### src/rtl/bias_ctrl_pkg.sv
// Shared definitions for the bias ROM read sequencer: FSM encoding, layer
// codes and the per-layer BASE/COUNT table.
package bias_ctrl_pkg;

   typedef enum logic [2:0] {
      ST_IDLE      = 3'd0,
      ST_FETCH     = 3'd1,
      ST_HOLD      = 3'd2,
      ST_DONE      = 3'd3,
      ST_EXIT_WAIT = 3'd4
   } bias_state_e;

   localparam int unsigned LAYER_FIRST = 1;
   localparam int unsigned LAYER_LAST  = 5;

   function automatic logic is_layer(input logic [31:0] code);
      return (code >= LAYER_FIRST) && (code <= LAYER_LAST);
   endfunction

   // Bias words are packed back to back, so each BASE is the running sum of earlier COUNTs.
   function automatic logic [31:0] layer_base(input logic [31:0] code);
      case (code)
         32'd1:   return 32'd0;
         32'd2:   return 32'd2;
         32'd3:   return 32'd6;
         32'd4:   return 32'd14;
         32'd5:   return 32'd30;
         default: return 32'd0;
      endcase
   endfunction

   function automatic logic [31:0] layer_count(input logic [31:0] code);
      case (code)
         32'd1:   return 32'd2;
         32'd2:   return 32'd4;
         32'd3:   return 32'd8;
         32'd4:   return 32'd16;
         32'd5:   return 32'd32;
         default: return 32'd0;
      endcase
   endfunction

endpackage

### src/rtl/bias_ctrl.sv
// Bias ROM read sequencer: walks one layer's bias words, one per consumer
// request, and pulses state_rst once the last word has been consumed.
//
// state      | meaning
// IDLE       | waiting for a conv layer code on current_state
// FETCH      | ROM read in flight (1-cycle registered read)
// HOLD       | word valid on the mux, waiting for bias_req
// DONE       | state_rst pulse cycle
// EXIT_WAIT  | layer finished, waiting for current_state to move off it
module bias_ctrl
   import bias_ctrl_pkg::*;
#(
   parameter int RD_ADDR_DEPTH = 9,
   parameter int STATE_WIDTH   = 3
) (
   input  logic                     clk,
   input  logic                     rst,
   input  logic [STATE_WIDTH-1:0]   current_state,
   input  logic                     bias_req,
   output logic [RD_ADDR_DEPTH-1:0] addr_rd,
   output logic                     bias_out_valid,
   output logic                     BiasMem_valid_out,
   output logic                     state_rst
);

   bias_state_e              state_q;
   logic [STATE_WIDTH-1:0]   layer_q;
   logic [RD_ADDR_DEPTH-1:0] addr_q;
   logic [RD_ADDR_DEPTH-1:0] cnt_q;
   logic                     valid_q;
   logic                     pulse_q;
   logic                     srst_q;

   logic [31:0]              cs_ext;
   logic [RD_ADDR_DEPTH-1:0] base_d;
   logic                     empty_d;
   logic [RD_ADDR_DEPTH-1:0] last_cnt_d;
   logic                     abort_d;

   assign cs_ext     = 32'(current_state);
   assign base_d     = RD_ADDR_DEPTH'(layer_base(cs_ext));
   assign empty_d    = (layer_count(cs_ext) == 32'd0);
   assign last_cnt_d = RD_ADDR_DEPTH'(layer_count(32'(layer_q)) - 32'd1);
   assign abort_d    = (current_state != layer_q);

   always_ff @(posedge clk) begin
      if (rst) begin
         state_q <= ST_IDLE;
         layer_q <= '0;
         addr_q  <= '0;
         cnt_q   <= '0;
         valid_q <= 1'b0;
         pulse_q <= 1'b0;
         srst_q  <= 1'b0;
      end else begin
         pulse_q <= 1'b0;
         srst_q  <= 1'b0;
         unique case (state_q)
            ST_IDLE: begin
               if (is_layer(cs_ext)) begin
                  layer_q <= current_state;
                  addr_q  <= base_d;
                  cnt_q   <= '0;
                  if (empty_d) begin
                     state_q <= ST_DONE;
                     srst_q  <= 1'b1;
                  end else begin
                     state_q <= ST_FETCH;
                  end
               end
            end
            ST_FETCH: begin
               if (abort_d) begin
                  state_q <= ST_IDLE;
               end else begin
                  state_q <= ST_HOLD;
                  valid_q <= 1'b1;
                  pulse_q <= 1'b1;
               end
            end
            ST_HOLD: begin
               // A layer change in the same cycle as a request abandons the layer.
               if (abort_d) begin
                  state_q <= ST_IDLE;
                  valid_q <= 1'b0;
               end else if (bias_req) begin
                  valid_q <= 1'b0;
                  if (cnt_q == last_cnt_d) begin
                     state_q <= ST_DONE;
                     srst_q  <= 1'b1;
                  end else begin
                     addr_q  <= addr_q + 1'b1;
                     cnt_q   <= cnt_q + 1'b1;
                     state_q <= ST_FETCH;
                  end
               end
            end
            ST_DONE: begin
               state_q <= ST_EXIT_WAIT;
            end
            ST_EXIT_WAIT: begin
               if (abort_d) state_q <= ST_IDLE;
            end
            default: begin
               state_q <= ST_IDLE;
               valid_q <= 1'b0;
            end
         endcase
      end
   end

   assign addr_rd           = addr_q;
   assign bias_out_valid    = valid_q;
   assign BiasMem_valid_out = pulse_q;
   assign state_rst         = srst_q;

endmodule

### config.mk
export PLATFORM = sky130hd
export DESIGN_NAME = bias_ctrl
export DESIGN_NICKNAME = d
export VERILOG_FILES = /design/src/rtl/bias_ctrl_pkg.sv /design/src/rtl/bias_ctrl.sv
export SDC_FILE = /design/constraint.sdc
export NUM_CORES = 1
export LEC_CHECK = 0
export CORE_MARGIN = 10
export CORE_UTILIZATION = 60
export CTS_CLUSTER_DIAMETER = 80
export CTS_CLUSTER_SIZE = 8
export DETAILED_ROUTE_END_ITERATION = 12
export PLACE_DENSITY_LB_ADDON = 0.1
export SLEW_MARGIN = 20
export SYNTH_ARGS = -nofsm -noshare
export SYNTH_HDL_FRONTEND = slang
export SYNTH_SLANG_ARGS = --single-unit
### constraint.sdc
create_clock -name clk -period 10.45 [get_ports clk]
set_clock_uncertainty 0.2 [all_clocks]
set_input_delay 3.135 -clock clk [delete_from_list [all_inputs] [get_ports clk]]
set_output_delay 3.135 -clock clk [all_outputs]
set_load 0.01 [all_outputs]
==> report_table.html <==
<table>
<tr><th>Metric</th><th>Value</th></tr>
<tr><th colspan="2">Status</th></tr>
<tr><td>Run status</td><td>complete, no violations</td></tr>
<tr><th colspan="2">Layout</th></tr>
<tr><td>Share of layout cells above drive strength 1</td><td>4.69%</td></tr>
<tr><td>Most used cells in the layout excluding fill and tap cells</td><td>dfxtp_1 (27), nand2_1 (23), a21oi_1 (18)</td></tr>
<tr><td>Storage cell area</td><td>541 µm²</td></tr>
<tr><td>Post-route cell area</td><td>2170 µm²</td></tr>
<tr><td>Final #Nets</td><td>270</td></tr>
<tr><td>Non-filler instance count after layout</td><td>300</td></tr>
<tr><td>Leading cell type in the layout, fill and taps excluded</td><td>dfxtp_1</td></tr>
<tr><td>Layout fillers</td><td>about 290</td></tr>
<tr><td>Area of combinational cells with multiple inputs</td><td>~1300 µm²</td></tr>
<tr><td>Area Growth Syn to Fin</td><td>8.24%</td></tr>
<tr><td>Antenna fix cells</td><td>0</td></tr>
<tr><th colspan="2">Drt</th></tr>
<tr><td>Residual antenna-violating net count after detailed routing</td><td>0</td></tr>
<tr><td>Wire length reported by the detailed router</td><td>between 4000 and 5000 µm</td></tr>
<tr><td>1st-iter DRT viols</td><td>198</td></tr>
<tr><td>Detail-routed via count per cell</td><td>between 6 and 7</td></tr>
<tr><td>WL per Instance</td><td>15.5 µm</td></tr>
<tr><td>Total DRC errors in the routed layout</td><td>0</td></tr>
<tr><td>DRT Pass-1 Iters</td><td>4</td></tr>
<tr><td>Number of vias after detailed routing</td><td>~1.9k</td></tr>
<tr><th colspan="2">Floorplan</th></tr>
<tr><td>Number of placement rows</td><td>20</td></tr>
<tr><td>Die Height</td><td>77.8 µm</td></tr>
<tr><td>Number of top-level pins</td><td>18</td></tr>
<tr><td>Initial core utilization</td><td>64.1%</td></tr>
<tr><td>Die footprint</td><td>6050 µm²</td></tr>
<tr><td>Die boundary width</td><td>77.8 µm</td></tr>
<tr><td>Floorplan Core Area</td><td>between 3000 and 4000 µm²</td></tr>
<tr><th colspan="2">Clocking</th></tr>
<tr><td>CTS H-tree lvls</td><td>1</td></tr>
<tr><td>Buffer levels on the longest clock path</td><td>2</td></tr>
<tr><td>TritonCTS clock tree</td><td>done</td></tr>
<tr><td>Skew-Pair Late Insertion Delay</td><td>340 ps</td></tr>
<tr><td># Post-CTS Setup Buffers</td><td>0</td></tr>
<tr><td>Clock-pin slew reported for the worst setup and hold paths after clock tree synthesis</td><td>160 ps</td></tr>
<tr><td>Cts bufs inserted</td><td>3</td></tr>
<tr><td>PostCTS Resize Cnt</td><td>0</td></tr>
<tr><td>Clock root buffer</td><td>clkbuf_4</td></tr>
<tr><td>Sink count of the clock tree</td><td>27</td></tr>
<tr><td>Count of hold-fix buffers inserted at cts</td><td>0</td></tr>
<tr><th colspan="2">Placement</th></tr>
<tr><td>Hpwl dp</td><td>roughly 3300 µm</td></tr>
<tr><td>Number of buffer cells added on primary ports</td><td>17</td></tr>
<tr><td>Placed cell areas</td><td>between 2000 and 2500 µm²</td></tr>
<tr><td>Final weighted congestion in routability-driven placement</td><td>0.863</td></tr>
<tr><td>Inst Count DP</td><td>between 200 and 300</td></tr>
<tr><td>Setup slack at placement</td><td>4740 ps</td></tr>
<tr><th colspan="2">Hold path</th></tr>
<tr><td>Hold Path End</td><td>addr_rd[8]</td></tr>
<tr><td>Min-delay src</td><td>addr_rd[8]</td></tr>
<tr><td>Number of cells on the worst hold path</td><td>2</td></tr>
<tr><td>Path type of the worst min-delay path</td><td>reg -&gt; reg</td></tr>
<tr><th colspan="2">Synth</th></tr>
<tr><td>Top-area cell type share of the netlist area</td><td>roughly 27%</td></tr>
<tr><td>Post-synthesis instance area</td><td>around 2000 µm²</td></tr>
<tr><td>Xor-xnor portion of the synthesized cell area</td><td>4.37%</td></tr>
<tr><td>Cell type with the largest total area after synthesis</td><td>dfxtp_1</td></tr>
<tr><td>Number of enable flip-flop cells after synthesis</td><td>0</td></tr>
<tr><td>Synthesis warning total</td><td>0</td></tr>
<tr><td>Leading cell types by total area after synthesis</td><td>dfxtp_1 (27%), mux2i_1 (7.5%), or3_1 (5.3%)</td></tr>
<tr><td>Main synth FF type</td><td>dfxtp_1</td></tr>
<tr><td>Adder-Cell Fraction of Synth Area</td><td>4.37%</td></tr>
<tr><td>Avg Synthesized Cell Area</td><td>7.92 µm²</td></tr>
<tr><td>Ys async rst share</td><td>0%</td></tr>
<tr><td>Sequential element share of the synthesized area</td><td>27.0%</td></tr>
<tr><td>Synth cell types</td><td>between 40 and 50</td></tr>
<tr><td>Dominant combinational cell family by area after synthesis</td><td>simple AND/OR/NAND/NOR gates</td></tr>
<tr><td>Compound-cell area share of the yosys netlist</td><td>between 15 and 20%</td></tr>
<tr><td>Number of instances in the synthesized netlist</td><td>between 200 and 300</td></tr>
<tr><td>Multiplexer fraction of the synthesized cell area</td><td>between 7 and 8%</td></tr>
<tr><td>Post-synthesis net count</td><td>roughly 270</td></tr>
<tr><td>Number of synthesized register bits</td><td>27</td></tr>
<tr><td>Area share of and/or/nand/nor cells after synthesis</td><td>32.3%</td></tr>
<tr><th colspan="2">Timing</th></tr>
<tr><td>Setup repair after global routing missed its margin</td><td>false</td></tr>
<tr><td>Ratio of final minimum period to clock period</td><td>51.2%</td></tr>
<tr><td>Worst Slack Setup Final</td><td>5100 ps</td></tr>
<tr><td>Setup tns final</td><td>0 ps</td></tr>
<tr><td>Worst slew margin relative to its limit</td><td>37.9%</td></tr>
<tr><td>Final Setup Violations</td><td>0</td></tr>
<tr><td>Pins over their slew limit</td><td>0</td></tr>
<tr><td>Fmax</td><td>187 MHz</td></tr>
<tr><td>Time the final worst path needs with I/O delays and setup</td><td>between 5000 and 6000 ps</td></tr>
<tr><td>Hold violation total from the final report</td><td>0</td></tr>
<tr><td>Worst Tran Pin Value</td><td>929 ps</td></tr>
<tr><th colspan="2">GRT</th></tr>
<tr><td>Global-route usage over all layers</td><td>15.3%</td></tr>
<tr><td>Number of global-route vias before repair</td><td>1,681</td></tr>
<tr><td>Total congestion overflow after global routing</td><td>0</td></tr>
<tr><td>Pin count of the biggest net entering global routing</td><td>25</td></tr>
<tr><td>Antenna violations before repair</td><td>0</td></tr>
<tr><td>Global-route wire length before repair</td><td>7960 µm</td></tr>
<tr><th colspan="2">Setup path</th></tr>
<tr><td>Launching point of the worst reg2reg path</td><td>layer_q[1]</td></tr>
<tr><td>Reg2reg setup slack</td><td>6430 ps</td></tr>
<tr><td>Critical path data required time</td><td>10,540 ps</td></tr>
<tr><td>Critical path capture point type</td><td>flip-flop</td></tr>
<tr><td>Reg2Reg Capture Point</td><td>cnt_q[0]</td></tr>
<tr><td>WP data arrival</td><td>around 5400 ps</td></tr>
<tr><td>Crit path kind</td><td>in -&gt; reg</td></tr>
<tr><td>Max Fanout on Critical Path</td><td>22</td></tr>
<tr><td>Kind of start point of the critical path</td><td>input pin</td></tr>
<tr><td>Depth of the most critical reg-to-reg path</td><td>9</td></tr>
<tr><th colspan="2">Power and ir drop</th></tr>
<tr><td>Total power</td><td>0.215 mW</td></tr>
<tr><td>Pwr per Cell Area</td><td>99.3 nW/µm²</td></tr>
<tr><td>VDD IR max</td><td>roughly 76 µV</td></tr>
<tr><td>Leakage component of the power</td><td>0.811 nW</td></tr>
<tr><th colspan="2">Run</th></tr>
<tr><td>Number of max-capacitance violations reported</td><td>0</td></tr>
</table>
==> metrics by stage <==
step | utilization, % | hold slack (ps)
floorplan | - | 264
global placement | 68.4 | 267
detailed placement | 68.4 | 267
CTS | 69.4 | 297
global route | 69.4 | 328
finish | 69.4 | 289
==> cell families (layout without fill, tap and decap cells) <==
group,after synthesis,count (layout)
xor gates and xnor gates,10,10
muxes,15,15
buffers and inverters,26,29
and+or+nand+nor,114,114
DFF,27,27
adders and majority gates,7,7
AOI/OAI and AO/OA,54,54
==> synthesized netlist by cell type, types with 2 or more instances <==
cell / count
dfxtp_1: 27
nand2_1: 23
a21oi_1: 18
or3_1: 17
mux2i_1: 15
clkbuf_1: 13
nand3_1: 13
and3_1: 11
nand4_1: 10
nor2_1: 10
a31oi_1: 8
ha_1: 7
inv_1: 7
o21ai_0: 7
xnor2_1: 6
nand2b_1: 4
nor3_1: 4
xor2_1: 4
and4_1: 3
nor2b_1: 3
nor4b_1: 3
a211oi_1: 2
a211oi_2: 2
and2_1: 2
buf_2: 2
buf_6: 2
nand3b_1: 2
nor3b_1: 2
o22a_1: 2
o22ai_1: 2
o31a_1: 2
o32ai_1: 2
or4_1: 2
==> area by class of cell <==
cell class | instances | share of cell area (%)
Sequential cell | 27 | 24.9
Clock buffer | 3 | 1.04
Tap cell | 44 | 2.54
Clock inverter | 1 | 0.404
Multi-Input combinational cell | 200 | 61.7
Inverter | 7 | 1.21
Timing Repair Buffer | 18 | 8.19
==> per-layer routing <==
layer	part of all wire [%]	track usage, %	wire (µm)	vias to the layer above
li1	-	-	-	948
met1	48	20.9	2220	878
met2	45	23.2	2070	56
met3	7.1	4.84	331	2
met4	0.47	2.55	22	0
met5	0	0	0	-
==> worst max-delay path by stage <==
stage                                 from          to  depth (start not counted)  slack, ps
final                     current_state[2]  addr_rd[6]                          7       5100
after CTS                 current_state[2]  addr_rd[6]                          7       5110
after global placement    current_state[2]    cnt_q[1]                          7       4780
after detailed placement  current_state[2]  addr_rd[6]                          7       4740
after global routing      current_state[2]    cnt_q[6]                          7       4890
after floorplan           current_state[1]    cnt_q[8]                          9       5310
==> where the power goes <==
| group | leakage, nW | switching [mW] | internal [mW] |
|---|---|---|---|
| Clock | 0.0183 | 0.0329 | 0.0156 |
| Combinational | 0.574 | 0.0323 | 0.0231 |
| Sequential | 0.219 | 0.00553 | 0.106 |
==> worst max-delay path, stage by stage <==
cell             delay (ps)
clkdlybuf4s50_1         540
nor3_1                  440
nor3_2                  100
buf_4                   220
nor2_1                  720
nand2_1                 130
mux2i_1                 140
==> flip-flops by register name, indices dropped and copies added (netlist names) <==
| register | flops |
|---|---|
| state_q | 3 |
| layer_q | 3 |
| BiasMem_valid_out | 1 |
| bias_out_valid | 1 |
| addr_rd | 9 |
| cnt_q | 9 |
| state_rst | 1 |
No activity file was read; power rests on OpenSTA's default activity.
